`config.mk`:
```
export PLATFORM = sky130hd
export DESIGN_NAME = ps2_rx
export DESIGN_NICKNAME = d
export VERILOG_FILES = /design/src/rtl/ps2_pkg.sv /design/src/rtl/ps2_sync_filter.sv /design/src/rtl/ps2_rx.sv
export SDC_FILE = /design/constraint.sdc
export NUM_CORES = 1
export LEC_CHECK = 0
export BUFFER_PORTS_ARGS = -buffer_cell sky130_fd_sc_hd__buf_4
export CELL_PAD_IN_SITES_DETAIL_PLACEMENT = 1
export CELL_PAD_IN_SITES_GLOBAL_PLACEMENT = 1
export CORE_ASPECT_RATIO = 0.7
export CORE_MARGIN = 5
export CORE_UTILIZATION = 35
export DETAILED_ROUTE_END_ITERATION = 10
export PLACE_DENSITY = 0.7
export SETUP_SLACK_MARGIN = 0.02
export SKIP_CTS_REPAIR_TIMING = 1
export SYNTH_ARGS = -nofsm -noshare
export SYNTH_HDL_FRONTEND = slang
export SYNTH_HIERARCHICAL = 1
export SYNTH_SLANG_ARGS = --single-unit
```
`constraint.sdc`:
```
create_clock -name CLOCK_50 -period 2.3 [get_ports CLOCK_50]
set_input_delay 0.46 -clock CLOCK_50 [delete_from_list [all_inputs] [get_ports CLOCK_50]]
set_output_delay 0.46 -clock CLOCK_50 [all_outputs]
set_load 0.05 [all_outputs]
```
`src/rtl/ps2_pkg.sv`:
```
// PS/2 receiver shared definitions.
//   state_t            receive FSM states
//   DATA_BITS          payload bits per frame
//   FILTER_LEN_DEFAULT default deglitch length for the PS/2 clock filter
package ps2_pkg;

    localparam int unsigned DATA_BITS          = 8;
    localparam int unsigned FILTER_LEN_DEFAULT = 8;

    typedef enum logic [1:0] {
        StIdle,
        StData,
        StParity,
        StStop
    } state_t;

endpackage

```
`src/rtl/ps2_sync_filter.sv`:
```
// PS/2 line conditioning: 2-flop synchronizers on clock and data, a deglitch
// filter on the clock, and a one-cycle strobe on each filtered falling edge.
//   clk       system clock
//   reset     synchronous active-high reset (lines assumed idle-high)
//   ps2_clk   raw PS/2 clock line
//   ps2_dat   raw PS/2 data line
//   clk_fall  one-cycle strobe on a filtered 1->0 clock transition
//   dat_sync  synchronized data line; the sampled bit when clk_fall is high
module ps2_sync_filter #(
    parameter int unsigned FILTER_LEN = 8
) (
    input  logic clk,
    input  logic reset,
    input  logic ps2_clk,
    input  logic ps2_dat,
    output logic clk_fall,
    output logic dat_sync
);

    localparam int unsigned CW = $clog2(FILTER_LEN + 1);
    localparam logic [CW-1:0] CNT_LAST = CW'(FILTER_LEN - 1);

    logic          clk_meta;
    logic          clk_sync;
    logic          dat_meta;
    logic          clk_filt;
    logic [CW-1:0] cnt;

    always_ff @(posedge clk) begin
        if (reset) begin
            // Everything idles high so releasing reset never fakes an edge.
            clk_meta <= 1'b1;
            clk_sync <= 1'b1;
            dat_meta <= 1'b1;
            dat_sync <= 1'b1;
            clk_filt <= 1'b1;
            cnt      <= '0;
            clk_fall <= 1'b0;
        end else begin
            clk_meta <= ps2_clk;
            clk_sync <= clk_meta;
            dat_meta <= ps2_dat;
            dat_sync <= dat_meta;
            clk_fall <= 1'b0;
            // cnt tracks consecutive samples that disagree with the filtered level;
            // the FILTER_LEN-th such sample flips the level.
            if (clk_sync == clk_filt) begin
                cnt <= '0;
            end else if (cnt == CNT_LAST) begin
                clk_filt <= clk_sync;
                cnt      <= '0;
                clk_fall <= ~clk_sync;
            end else begin
                cnt <= cnt + 1'b1;
            end
        end
    end

endmodule

```
`src/rtl/ps2_rx.sv`:
```
// PS/2 device-to-host frame receiver.
//   CLOCK_50  system clock
//   reset     synchronous active-high reset
//   PS2_CLK   PS/2 clock line (input only)
//   PS2_DAT   PS/2 data line (input only)
//   rx_data   last good byte, held until the next good frame
//   rx_valid  one-cycle pulse when rx_data is updated
//   rx_err    one-cycle pulse when a frame is dropped (parity, stop, timeout)
//   rx_busy   high while a frame is in progress
module ps2_rx
    import ps2_pkg::*;
#(
    parameter int unsigned TIMEOUT_CYCLES = 100000,
    parameter int unsigned FILTER_LEN     = FILTER_LEN_DEFAULT
) (
    input  logic       CLOCK_50,
    input  logic       reset,
    input  logic       PS2_CLK,
    input  logic       PS2_DAT,
    output logic [7:0] rx_data,
    output logic       rx_valid,
    output logic       rx_err,
    output logic       rx_busy
);

    localparam int unsigned TO_W = $clog2(TIMEOUT_CYCLES + 1);
    localparam logic [TO_W-1:0] TO_LAST = TO_W'(TIMEOUT_CYCLES - 1);
    localparam int unsigned BC_W = $clog2(DATA_BITS);
    localparam logic [BC_W-1:0] BIT_LAST = BC_W'(DATA_BITS - 1);

    logic                 clk_fall;
    logic                 dat_bit;
    state_t               state;
    logic [BC_W-1:0]      bit_cnt;
    logic [DATA_BITS-1:0] shift;
    logic                 par;
    logic [TO_W-1:0]      to_cnt;

    ps2_sync_filter #(
        .FILTER_LEN (FILTER_LEN)
    ) u_filter (
        .clk      (CLOCK_50),
        .reset    (reset),
        .ps2_clk  (PS2_CLK),
        .ps2_dat  (PS2_DAT),
        .clk_fall (clk_fall),
        .dat_sync (dat_bit)
    );

    assign rx_busy = (state != StIdle);

    always_ff @(posedge CLOCK_50) begin
        if (reset) begin
            state    <= StIdle;
            bit_cnt  <= '0;
            shift    <= '0;
            par      <= 1'b0;
            to_cnt   <= '0;
            rx_data  <= 8'h00;
            rx_valid <= 1'b0;
            rx_err   <= 1'b0;
        end else begin
            rx_valid <= 1'b0;
            rx_err   <= 1'b0;
            if (state == StIdle) begin
                to_cnt <= '0;
                if (clk_fall && !dat_bit) begin
                    state   <= StData;
                    bit_cnt <= '0;
                end
            end else if (clk_fall) begin
                // An edge always beats the timeout, even on the terminal cycle.
                to_cnt <= '0;
                unique case (state)
                    StData: begin
                        shift[bit_cnt] <= dat_bit;
                        if (bit_cnt == BIT_LAST) begin
                            state <= StParity;
                        end else begin
                            bit_cnt <= bit_cnt + 1'b1;
                        end
                    end
                    StParity: begin
                        par   <= dat_bit;
                        state <= StStop;
                    end
                    StStop: begin
                        state <= StIdle;
                        if (dat_bit && ((^shift) ^ par)) begin
                            rx_data  <= shift;
                            rx_valid <= 1'b1;
                        end else begin
                            rx_err <= 1'b1;
                        end
                    end
                    default: state <= StIdle;
                endcase
            end else if (to_cnt == TO_LAST) begin
                // TIMEOUT_CYCLES edge-free cycles: drop the frame. The counter
                // never passes this value, so it cannot wrap.
                rx_err <= 1'b1;
                state  <= StIdle;
                shift  <= '0;
                to_cnt <= '0;
            end else begin
                to_cnt <= to_cnt + 1'b1;
            end
        end
    end

endmodule

```
# ---- Yosys cells after proc, flatten, opt, wreduce, memory -nomap -nowiden
# Index checks and enable logic that the tools add are counted.
dict set report word_totals {
  ff_bits 51
  in_bits 4
  output_inout_bits 11
  elab_cells 82
}
dict set report classes {
  add_sub_neg 3
  n_lt_le_gt_ge 2
  n_eq_ne 11
  mux 22
  n_bitwise 7
  n_reduce_logical 22
}
# cell n
set ops {}
lappend ops {{8-bit 2-to-1 mux} 3}
lappend ops {{17-bit by 1-bit adder with 17-bit output (second input constant)} 1}
lappend ops {{17-bit == test (second input constant)} 1}
lappend ops {{3-bit 2-to-1 mux} 5}
lappend ops {{2-bit 2-to-1 mux} 5}
lappend ops {{3-bit AND reduction} 3}
lappend ops {{8-bit bitwise mux} 1}
lappend ops {{4-bit AND reduction} 2}
lappend ops {{2-bit nonzero test} 4}
lappend ops {{4-bit OR reduction} 2}
lappend ops {{8-bit parity} 1}
lappend ops {{1-bit 2-to-1 mux} 6}
lappend ops {{1-bit NOT} 6}
lappend ops {{3-bit OR reduction} 2}
lappend ops {{4-bit by 1-bit adder with 4-bit output (second input constant)} 1}
lappend ops {{2-bit == test (second input constant)} 2}
lappend ops {{4-bit by 3-bit == test with 1-bit output (second input constant)} 1}
lappend ops {{3-bit by 4-bit less-than comparator with 1-bit output (second input constant)} 1}
lappend ops {{2-bit inequality test (second input constant)} 2}
lappend ops {{4-bit inequality test (second input constant)} 1}
lappend ops {{2-bit case mux with 2 select lines} 1}
lappend ops {{3-bit by 1-bit adder with 3-bit output (second input constant)} 1}
lappend ops {{1-bit demux with 3-bit select} 1}
lappend ops {{3-bit == test (second input constant)} 1}
lappend ops {{11 further kinds} 13}

# ---- Depth between registers and ports, before layout
dict set report depth {
  depth_word 7
  ltp_mapped 8
}

# ---- Hierarchy
# The synthesis kept the hierarchy.
# mod n_inst cells_each area_per_inst_um2
set modules_own_cells {}
lappend modules_own_cells {ps2_rx 1 247 2223.4}
lappend modules_own_cells {ps2_sync_filter 1 29 334.1}

# ---- Worst setup path after synthesis
# OpenSTA, ideal clock, no wires.
dict set report synth_timing {
  kind {register to register}
  from {register state[1]}
  to {register shift[7]}
  setup_ps 72
  t_arrival_ps 1741
  t_required_ps 2228
  slack_ps 487
  path_stages_with_launch 8
  n_path_buf 1
  period_less_slack_ps 1813
  cell_sequence {dfxtp_1 -> inv_1 -> ha_1 -> or2_2 -> clkbuf_1 -> or3_1 -> o32ai_1 -> mux2i_1}
}
dict set report synth_via {
  elab_chain_len 3
}
# element line_no
set synth_lines {}
lappend synth_lines {{start: declaration} ps2_rx.sv:33} ;# state_t state;
lappend synth_lines {{start signal: assignment} ps2_rx.sv:54} ;# state <= StIdle;
lappend synth_lines {{start signal: assignment} ps2_rx.sv:68} ;# state <= StData;
lappend synth_lines {{start signal: assignment} ps2_rx.sv:78} ;# state <= StParity;
lappend synth_lines {{2-bit by 1-bit == test with 1-bit output or 2-bit logical NOT (tied branches)} {ps2_rx.sv:74, ps2_rx.sv:65}}
lappend synth_lines {{2-bit inequality test (no line) or 1-bit NOT (tied branches)} --}
lappend synth_lines {{3-bit AND reduction (no line) *} --}
lappend synth_lines {{end signal: indexed assignment} ps2_rx.sv:76} ;# shift[bit_cnt] <= dat_bit;
lappend synth_lines {{end: declaration} ps2_rx.sv:35} ;# logic [DATA_BITS-1:0] shift;
# Mark *: on every way between the ends. The rest lies on a longest branch, timed or not.
# A chain may end at the register's enable or synchronous reset.

# ---- Final worst setup path
# Ends and elaborated chain as after synthesis.

==> impl_metrics.py <==
metrics = {
    "status": {
        "status": "complete, no violations",
    },
    "min_path": {
        "holdPathStages": 2,
        "hold_start": "PS2_CLK",
        "hp-class": "in2reg",
        "hold_end": "u_filter/clk_meta",
    },
    "yosys": {
        "synth_area_mm2": 0.002557,
        "synth_area_per_cell_um2": 9.266,
        "synthArstFlopShare": 0,
        "syn_inst": 276,
        "synth-seq-area-share": 0.3992,
        "synth.top_cell.area_share": 0.3992,
        "yosysUniqueCellTypes": 48,
        "synth_edf_count": 0,
        "synth_warnings": 6,
        "synthTopCellsByArea": "dfxtp_1, mux2i_1, ha_1",
        "synth_area_leader_cell": "dfxtp_1",
        "synthFlopType": "dfxtp_1",
        "ys_ff_latch": 51,
        "syn_nets": 289,
    },
    "cts": {
        "clock_sinks": 51,
        "cts_buffer_depth": 2,
        "clk_latency_ns": 0.31,
        "cts-htree-levels": 2,
        "tritoncts": "done",
        "clk_transition_reported_paths_ns": 0.09,
        "cts_root_buf": "clkbuf_8",
        "numCtsBuffers": 5,
    },
    "timing": {
        "grt_setup_unrepaired": "false",
        "period_share": 0.8991,
        "setup_viol": 0,
        "clock_skew_ns": 0.005687,
        "hold_viol_final": 0,
        "fin_tns_setup_ns": 0,
        "tightest_slew_ns": 0.4951,
        "max_slew_margin": 0.6690,
        "fin_crit_ns": 2.068,
        "slew_viol_final": 0,
        "clock.fmax_ghz": 0.4836,
    },
    "global_routing": {
        "groute.usage.overall": 0.1309,
        "grt_antenna_before_repair": 0,
        "grt_max_degree": 34,
        "grt_pass1_vias": 1991,
        "grt_overflow": 0,
        "grt_pass1_wl_um": 9591,
    },
    "worst_setup_path": {
        "r2r_end": "shift[7]",
        "worstRegToRegCells": 6,
        "required_ns": 2.55,
        "end_kind": "flop",
        "crit_fanout": 12,
        "critPathKind": "reg2reg",
        "r2r_setup_slack_ns": 0.23,
        "cp-start-kind": "flop",
        "arrival_ns": 2.31,
        "rr_startpoint": "state[1]",
    },
    "placement": {
        "portBuffers": 14,
        "dp_hpwl_um": 3963,
        "gp_congestion": 0.8072,
    },
    "power_and_ir_drop": {
        "power_density_mw_per_mm2": 514.8,
        "peakVddDrop_uv": 252.6,
        "p_leak_nw": 1.108,
        "p_int_mw": 1.173,
        "p_total_mw": 1.482,
        "p_sw_uw": 308.8,
        "comb_power_share": 0.018,
        "power.share.clock": 0.382,
        "p_seq_frac": 0.600,
        "sw_frac_of_total": 0.2084,
    },
    "finish": {
        "syn_to_final_growth_pct": 12.52,
        "drive_gt1_frac": 0.1267,
        "multiInputGateArea_mm2": 0.001469,
        "ff_latch_area_mm2": 0.001021,
        "diodes": 0,
        "fillers": 838,
        "nets": 304,
    },
    "detailed_routing": {
        "drtAntennaViolNets": 0,
        "vias": 1950,
        "wire_per_inst_um": 14.18,
        "drc": 0,
        "via_per_inst": 5.000,
        "routed_wl_um": 5532,
        "drt_pass1_iterations": 4,
        "drtIter0Drc": 58,
    },
    "die": {
        "core_mm2": 0.007189,
        "die_height_um": 81.52,
        "initial_core_util": 0.3557,
        "die_x_um": 112.2,
        "rows": 26,
        "ioPinCount": 15,
        "die-area_mm2": 0.009144,
    },
    "job": {
        "cap_viol_max_count": 0,
    },
}
-- registers in the layout, indices dropped and copies added (netlist names), 2 cells and up --
register / flops
to_cnt: 17
bit_cnt: 3
u_filter/cnt: 4
rx_data: 8
shift: 8
state: 2
-- critical path, cell delays in order, from the launching register on --
cell	delay (ns)
dfxtp_1	0.42
inv_1	0.11
ha_1	0.32
or2_2	0.41
or3_1	0.36
o32ai_1	0.17
mux2i_1	0.21
-- area by class of cell --
cell class	instances	area share
timing repair buffer	19	0.04957
tap	98	0.04261
multi-input combinational	208	0.5104
sequential	51	0.3548
clock buffer	8	0.03478
inverter	6	0.007826
-- synthesized netlist by cell type, types with 3 or more instances --
| library cell | number |
|---|---|
| a21oi_1 | 12 |
| xnor2_1 | 5 |
| nor3_1 | 3 |
| buf_2 | 3 |
| mux2_1 | 3 |
| and3_1 | 6 |
| dfxtp_1 | 51 |
| and4_1 | 4 |
| nand2b_1 | 12 |
| ha_1 | 9 |
| or3_1 | 3 |
| nand4_1 | 7 |
| o21ai_0 | 9 |
| nand3_1 | 12 |
| nor2_1 | 22 |
| xor2_1 | 12 |
| nor2b_1 | 10 |
| nand2_1 | 21 |
| clkbuf_1 | 8 |
| a21o_1 | 4 |
| inv_1 | 6 |
| nand3b_1 | 3 |
| or2_2 | 5 |
| mux2i_1 | 14 |
-- power by group through the flow --
stage                     sequential, mW  combinational [mW]  clock [mW]
final                              0.889              0.0262       0.567
after global routing               0.890              0.0293       0.629
after CTS                          0.889              0.0269       0.588
after detailed placement           0.910              0.0271           0
after global placement             0.910              0.0264           0
after floorplan                    0.909              0.0149           0
-- metal layers --
layer / vias to the layer above / part of all wire / track usage
met5: - / 0 / 0
met4: 0 / 0.0092 / 0.02881
met3: 5 / 0.037 / 0.04639
met2: 17 / 0.43 / 0.2045
met1: 925 / 0.52 / 0.1754
li1: 1003 / - / -
-- cell usage in the layout, fill, tap and decap left out, drive strengths merged, types with 6 or more instances in the layout --
cell / n
a21oi: 12
ha: 9
dfxtp: 51
nor2: 22
mux2i: 15
and3: 6
xor2: 12
o21ai: 10
nand2: 21
nand2b: 12
inv: 6
buf: 19
nand4: 7
clkbuf: 8
nor2b: 10
nand3: 12
-- cells by family (layout without fill, tap and decap cells) --
family	count (synthesis)	count (layout)	synth area share
compound gates	38	38	0.09344
buf+inv	17	33	0.02642
mux	20	20	0.08708
xor+xnor	20	20	0.08561
flops	51	51	0.3992
simple gates	121	121	0.2642
fa+ha+maj	9	9	0.04403
-- per-stage QoR --
step	instances	setup WS (ns)	hold WS, ns	utilization	instance area [um2]
floorplan	276	0.4868	0.3895	-	2557
global placement	382	0.3411	0.4011	0.3864	2778
detailed placement	382	0.2323	0.4018	0.3864	2778
CTS	390	0.2126	0.3201	0.4003	2878
global route	390	0.03467	0.3045	0.4003	2878
finish	390	0.2321	0.3320	0.4003	2878
-- how the worst max path moves through the flow --
stage                    from       end  slack (ns)  cells after the start
floorplan            state[1]  shift[7]        0.49                      7
global placement     state[1]  shift[7]        0.34                      6
detailed placement   state[1]  shift[7]        0.23                      6
CTS                  state[1]  shift[7]        0.21                      6
global route        to_cnt[0]  shift[2]        0.03                      6
finish               state[1]  shift[7]        0.23                      6
Note: power is estimated with default switching activity, not from simulation.
